`src/rtl/uart_rx.sv`:
```
// UART receiver: oversampled start detection, mid-bit majority sampling, parity/stop checks.
// Optional macro UART_RX_SYNC_EN adds a two-flop synchronizer on RX_IN.
module uart_rx #(
    parameter int unsigned DATA_WIDTH = 8
) (
    input  logic                  CLK,
    input  logic                  RST,
    input  logic                  RX_IN,
    input  logic                  PAR_EN,
    input  logic                  PAR_TYP,
    input  logic [5:0]            Prescale,
    output logic [DATA_WIDTH-1:0] P_DATA,
    output logic                  DATA_VALID,
    output logic                  PAR_ERR,
    output logic                  STP_ERR
);
    localparam int unsigned PRE_W = 6;
    localparam int unsigned CNT_W = 5;
    localparam int unsigned BIT_W = $clog2(DATA_WIDTH + 3);

    typedef enum logic [2:0] {
        IDLE   = 3'd0,
        START  = 3'd1,
        DATA   = 3'd2,
        PARITY = 3'd3,
        STOP   = 3'd4
    } state_t;

    state_t                state;
    logic [CNT_W-1:0]      edge_cnt;
    logic [BIT_W-1:0]      bit_cnt;
    logic [PRE_W-1:0]      pre_q;
    logic                  par_en_q;
    logic                  par_typ_q;
    logic                  par_fail;
    logic                  stp_fail;
    logic                  samp0;
    logic                  samp1;
    logic [DATA_WIDTH-1:0] shreg;
    logic                  rx;

    logic [PRE_W-1:0]      pre_sel;
    logic [CNT_W-1:0]      last_cnt;
    logic [CNT_W-1:0]      mid_cnt;
    logic [CNT_W-1:0]      lo_cnt;
    logic [CNT_W-1:0]      hi_cnt;
    logic                  wrap;
    logic                  maj;

`ifdef UART_RX_SYNC_EN
    logic [1:0] sync_q;

    // Two-flop synchronizer, idles high like the line
    always_ff @(posedge CLK or negedge RST) begin
        if (!RST) sync_q <= 2'b11;
        else      sync_q <= {sync_q[0], RX_IN};
    end

    assign rx = sync_q[1];
`else
    assign rx = RX_IN;
`endif

    // Third capture is the live line value, so the majority is known at the P/2+1 edge
    always_comb begin
        pre_sel = PRE_W'(8);
        if (Prescale == PRE_W'(16) || Prescale == PRE_W'(32)) pre_sel = Prescale;
        last_cnt = CNT_W'(pre_q - PRE_W'(1));
        mid_cnt  = CNT_W'(pre_q >> 1);
        lo_cnt   = mid_cnt - CNT_W'(1);
        hi_cnt   = mid_cnt + CNT_W'(1);
        wrap     = (edge_cnt == last_cnt);
        maj      = (samp0 & samp1) | (samp0 & rx) | (samp1 & rx);
    end

    always_ff @(posedge CLK or negedge RST) begin
        if (!RST) begin
            state      <= IDLE;
            edge_cnt   <= '0;
            bit_cnt    <= '0;
            pre_q      <= PRE_W'(8);
            par_en_q   <= 1'b0;
            par_typ_q  <= 1'b0;
            par_fail   <= 1'b0;
            stp_fail   <= 1'b0;
            samp0      <= 1'b1;
            samp1      <= 1'b1;
            shreg      <= '0;
            P_DATA     <= '0;
            DATA_VALID <= 1'b0;
            PAR_ERR    <= 1'b0;
            STP_ERR    <= 1'b0;
        end else begin
            DATA_VALID <= 1'b0;
            PAR_ERR    <= 1'b0;
            STP_ERR    <= 1'b0;

            if (state != IDLE) edge_cnt <= wrap ? '0 : edge_cnt + CNT_W'(1);
            if (edge_cnt == lo_cnt)  samp0 <= rx;
            if (edge_cnt == mid_cnt) samp1 <= rx;

            unique case (state)
                IDLE: begin
                    if (!rx) begin
                        state     <= START;
                        edge_cnt  <= '0;
                        bit_cnt   <= '0;
                        pre_q     <= pre_sel;
                        par_en_q  <= PAR_EN;
                        par_typ_q <= PAR_TYP;
                        par_fail  <= 1'b0;
                        stp_fail  <= 1'b0;
                    end
                end
                START: begin
                    if (edge_cnt == hi_cnt && maj) begin
                        state    <= IDLE;
                        edge_cnt <= '0;
                    end else if (wrap) begin
                        state   <= DATA;
                        bit_cnt <= BIT_W'(1);
                    end
                end
                DATA: begin
                    if (edge_cnt == hi_cnt) shreg <= {maj, shreg[DATA_WIDTH-1:1]};
                    if (wrap) begin
                        bit_cnt <= bit_cnt + BIT_W'(1);
                        if (bit_cnt == BIT_W'(DATA_WIDTH)) state <= par_en_q ? PARITY : STOP;
                    end
                end
                PARITY: begin
                    if (edge_cnt == hi_cnt) par_fail <= (maj != ((^shreg) ^ par_typ_q));
                    if (wrap) begin
                        bit_cnt <= bit_cnt + BIT_W'(1);
                        state   <= STOP;
                    end
                end
                STOP: begin
                    if (edge_cnt == hi_cnt) stp_fail <= ~maj;
                    if (wrap) begin
                        state   <= IDLE;
                        bit_cnt <= '0;
                        PAR_ERR <= par_fail;
                        STP_ERR <= stp_fail;
                        if (!par_fail && !stp_fail) begin
                            DATA_VALID <= 1'b1;
                            P_DATA     <= shreg;
                        end
                    end
                end
                default: state <= IDLE;
            endcase
        end
    end
endmodule

```
`config.mk`:
```
export PLATFORM = sky130hd
export DESIGN_NAME = uart_rx
export DESIGN_NICKNAME = d
export VERILOG_FILES = /design/src/rtl/uart_rx.sv
export SDC_FILE = /design/constraint.sdc
export NUM_CORES = 1
export LEC_CHECK = 0
export ABC_AREA = 1
export BUFFER_PORTS_ARGS = -buffer_cell sky130_fd_sc_hd__buf_2
export CAP_MARGIN = 40
export CORE_UTILIZATION = 25
export CTS_CLUSTER_SIZE = 30
export DETAILED_ROUTE_END_ITERATION = 6
export GPL_ROUTABILITY_DRIVEN = 1
export SETUP_SLACK_MARGIN = 0.5
export SLEW_MARGIN = 20
export SYNTH_ARGS = -nofsm -noshare
export SYNTH_HDL_FRONTEND = slang
export SYNTH_SLANG_ARGS = --single-unit
export TNS_END_PERCENT = 10
```
`constraint.sdc`:
```
create_clock -name CLK -period 2.6 [get_ports CLK]
set_input_delay 0.13 -clock CLK [delete_from_list [all_inputs] [get_ports CLK]]
set_output_delay 0.13 -clock CLK [all_outputs]
set_load 0.03 [all_outputs]
```
==> summary.md <==
| Metric | Value |
|---|---|
| Status | `finished, final reports clean` |
| Power Density | `793 nW/um2` |
| Worst hold slack | `0.0290 ns` |
| Maxcap violations | `0` |
| Final WS setup | `0.610 ns` |
| Fin Clk Skew | `0.0113 ns` |
| CTS tree | `built` |
| Top-count cell post-synth | `nand2_1` |
| Clk slew on worst S/H paths | `0.09 ns` |
| Initial Utilization | `0.260` |
| Final setup violation count | `0` |
| Die area | `10700 um2` |
| Cell variety after synth | `31` |
| Largest cells by area after synthesis | `dfrtp_1 (39%), nand2_1 (16%), inv_1 (7.5%)` |
| Warnings, synthesis | `0` |
| Dpl ws | `0.580 ns` |
| Crit path kind | `reg2reg` |
| CP Capture Type | `register` |
| Worst Path Arrival | `2.21 ns` |
| Mapped cell area | `2570 um2` |
| Peak VDD IR | `0.215 mV` |
| CP peak stage delay | `0.44 ns` |
| Num Clock Sinks | `43` |
| WL per Instance | `11.3 um` |
| Drt pass-1 iters | `4` |
| CTS root buffer | `clkbuf_8` |
| Synth async-reset ratio | `1.00` |
| Max Root-Sink Buffers | `2` |
| Syn Inst Count | `342` |
| Die Width | `103 um` |
| Worst hold path class | `in2reg` |
| Global route overflow | `0` |
| Syn avg cell area | `7.50 um2` |
| Clk Latency, worst-skew pair | `0.30 ns` |
| IO buf count | `21` |
| Routed Antenna Nets | `0` |
| Vias in the first global route | `2115` |
| Peak Freq | `0.503 GHz` |
| Post-synth net total | `360` |
| Crit-path leading delay family | `simple AND/OR/NAND/NOR gates` |
| Prevailing post-synth register cell | `dfrtp_1` |
| Htree depth | `2` |
| P_leak | `1.53 nW` |
| Ratio of cells with drive above 1 in the final layout | `0.202` |
| Worst Tran Pin Value | `0.353 ns` |
| RSZ-0062 raised after global routing | `yes` |
| DRC | `0` |
| Post-synth top area share | `0.390` |
| Height of the die | `103 um` |
| First-pass GRT wire length | `9590 um` |
| Critical path peak fanout | `5` |
| Total CTS buffers | `5` |
| Initial antenna violation count | `0` |
| Final net count | `393` |
| Ports | `22` |
| Hold Fails Final Rpt | `0` |
| Total track usage | `0.117` |
| Row count | `36` |
| Fillers | `1044` |
| Final wirelength | `5730 um` |
| DP HPWL | `4230 um` |
| Synth Register Bits | `43` |
| Clock period minus worst slack | `1.99 ns` |
| Critical Path Start Type | `register` |
| Slowest-stage cell, CP | `dfrtp_1` |
| Via count | `2172` |
| CP dominant cell by count | `nand2_1` |
| Slew HR | `0.764` |
| Slew Viols, Final | `0` |
| Largest net degree at the start of global routing | `32` |
| Vias per Instance | `4.27` |
| DR iter-0 viols | `134` |
| Req. time, crit path | `2.82 ns` |
| Core area | `9860 um2` |
| Layout area overhead | `17.7%` |
| CP cell instances | `inv_2, ha_1, inv_1, nand2_1, nand2_1, nor2_1, nand2_1, nor2_4, nand2_2, o21ai_0, nand2_1, o21ai_0` |
| GPL Wtd Cong | `0.843` |
| Synth cell count leaders | `nand2_1 (109), inv_1 (51), dfrtp_1 (40), nor2_1 (25), nand3_1 (18)` |
| Total Neg Setup Slack | `0 ns` |
| Buffer and inverter count on the worst path | `2` |
| Ant. Diodes | `0` |
| EDFF count, synth | `0` |
| Biggest area consumer among synthesized cells | `dfrtp_1` |
| Fin crit share | `0.765` |
| Post-synthesis sequential area ratio | `0.421` |
## per-stage QoR
step | utilization | power (mW) | cells | instance area (um2)
floorplan | - | 1.66 | 342 | 2570
global placement | 0.286 | 1.89 | 494 | 2820
global route | 0.306 | 2.62 | 509 | 3020
detailed placement | 0.288 | 1.92 | 495 | 2840
CTS | 0.297 | 2.35 | 504 | 2930
finish | 0.306 | 2.40 | 509 | 3020
## placed cells by master, fill, tap and decap left out, types with 2 or more instances in the layout
master / n
a21oi_1: 6
buf_12: 2
buf_2: 21
buf_4: 5
clkbuf_8: 5
dfrtp_1: 40
dfstp_2: 3
ha_1: 6
inv_1: 51
inv_2: 5
nand2_1: 105
nand2_2: 8
nand3_1: 17
nand3_2: 3
nor2_1: 24
nor2_2: 4
nor2_4: 5
nor3_1: 8
o21ai_0: 17
o21ai_2: 8
o22ai_1: 4
xnor2_1: 7
xor2_1: 8
## power breakdown
group	internal, mW	switching, mW
logic	0.355	0.690
registers	0.798	0.125
clock network	0.190	0.238
## flip-flops by register name, indices dropped and copies added, names as in the netlist, 3 cells and up
name      count
state         3
pre_q         6
bit_cnt       4
edge_cnt      5
P_DATA        8
shreg         8
## cell families after synthesis
kind of cell               synth area share
and+or+nand+nor                       0.304
buffers and inverters                0.0980
DFF                                   0.421
AOI/OAI and AO/OA                    0.0922
xor gates and xnor gates             0.0512
adders and majority gates            0.0341
## metal layers
metal  global-route usage  vias up  share of wire
met5                    0        -              0
met4               0.0412        0          0.016
met3               0.0262        9          0.036
met2                0.189       33           0.47
met1                0.155     1006           0.48
li1                     -     1124              -
## layout make-up
class,count,area (um2),area share
clock buffers,6,72.6,0.0240
clock inverters,2,13.8,0.00455
inverters,57,216,0.0716
multi-input cells,239,1280,0.424
flip-flops and latches,43,1080,0.357
well taps,133,166,0.0551
repair buffers,29,193,0.0638
## worst min-delay path: stages
cell and delay [ns]:
buf_2 0.07, nand2_1 0.04, nand2_1 0.05
## final timing paths
| check | slack (ns) | to | startpoint | cells after the start |
|---|---|---|---|---|
| max | 0.61 | stp_fail | pre_q[1] | 12 |
| min | 0.03 | par_typ_q | PAR_TYP | 3 |
| max reg2reg | 0.61 | stp_fail | pre_q[1] | 12 |
| min reg2reg | 0.48 | P_DATA[4] | P_DATA[4] | 2 |
| max in group asynchronous | 1.80 | pre_q[3] | RST | 3 |
| min in group asynchronous | 0.28 | edge_cnt[1] | RST | 2 |
## timing repair
item,in CTS,in global routing
buffers inserted,0,4
hold buffers,1,0
endpoints found under the hold margin,10,0
setup endpoints to repair,0,28
gates resized for setup,0,10
Note: power is estimated with default switching activity, not from simulation.
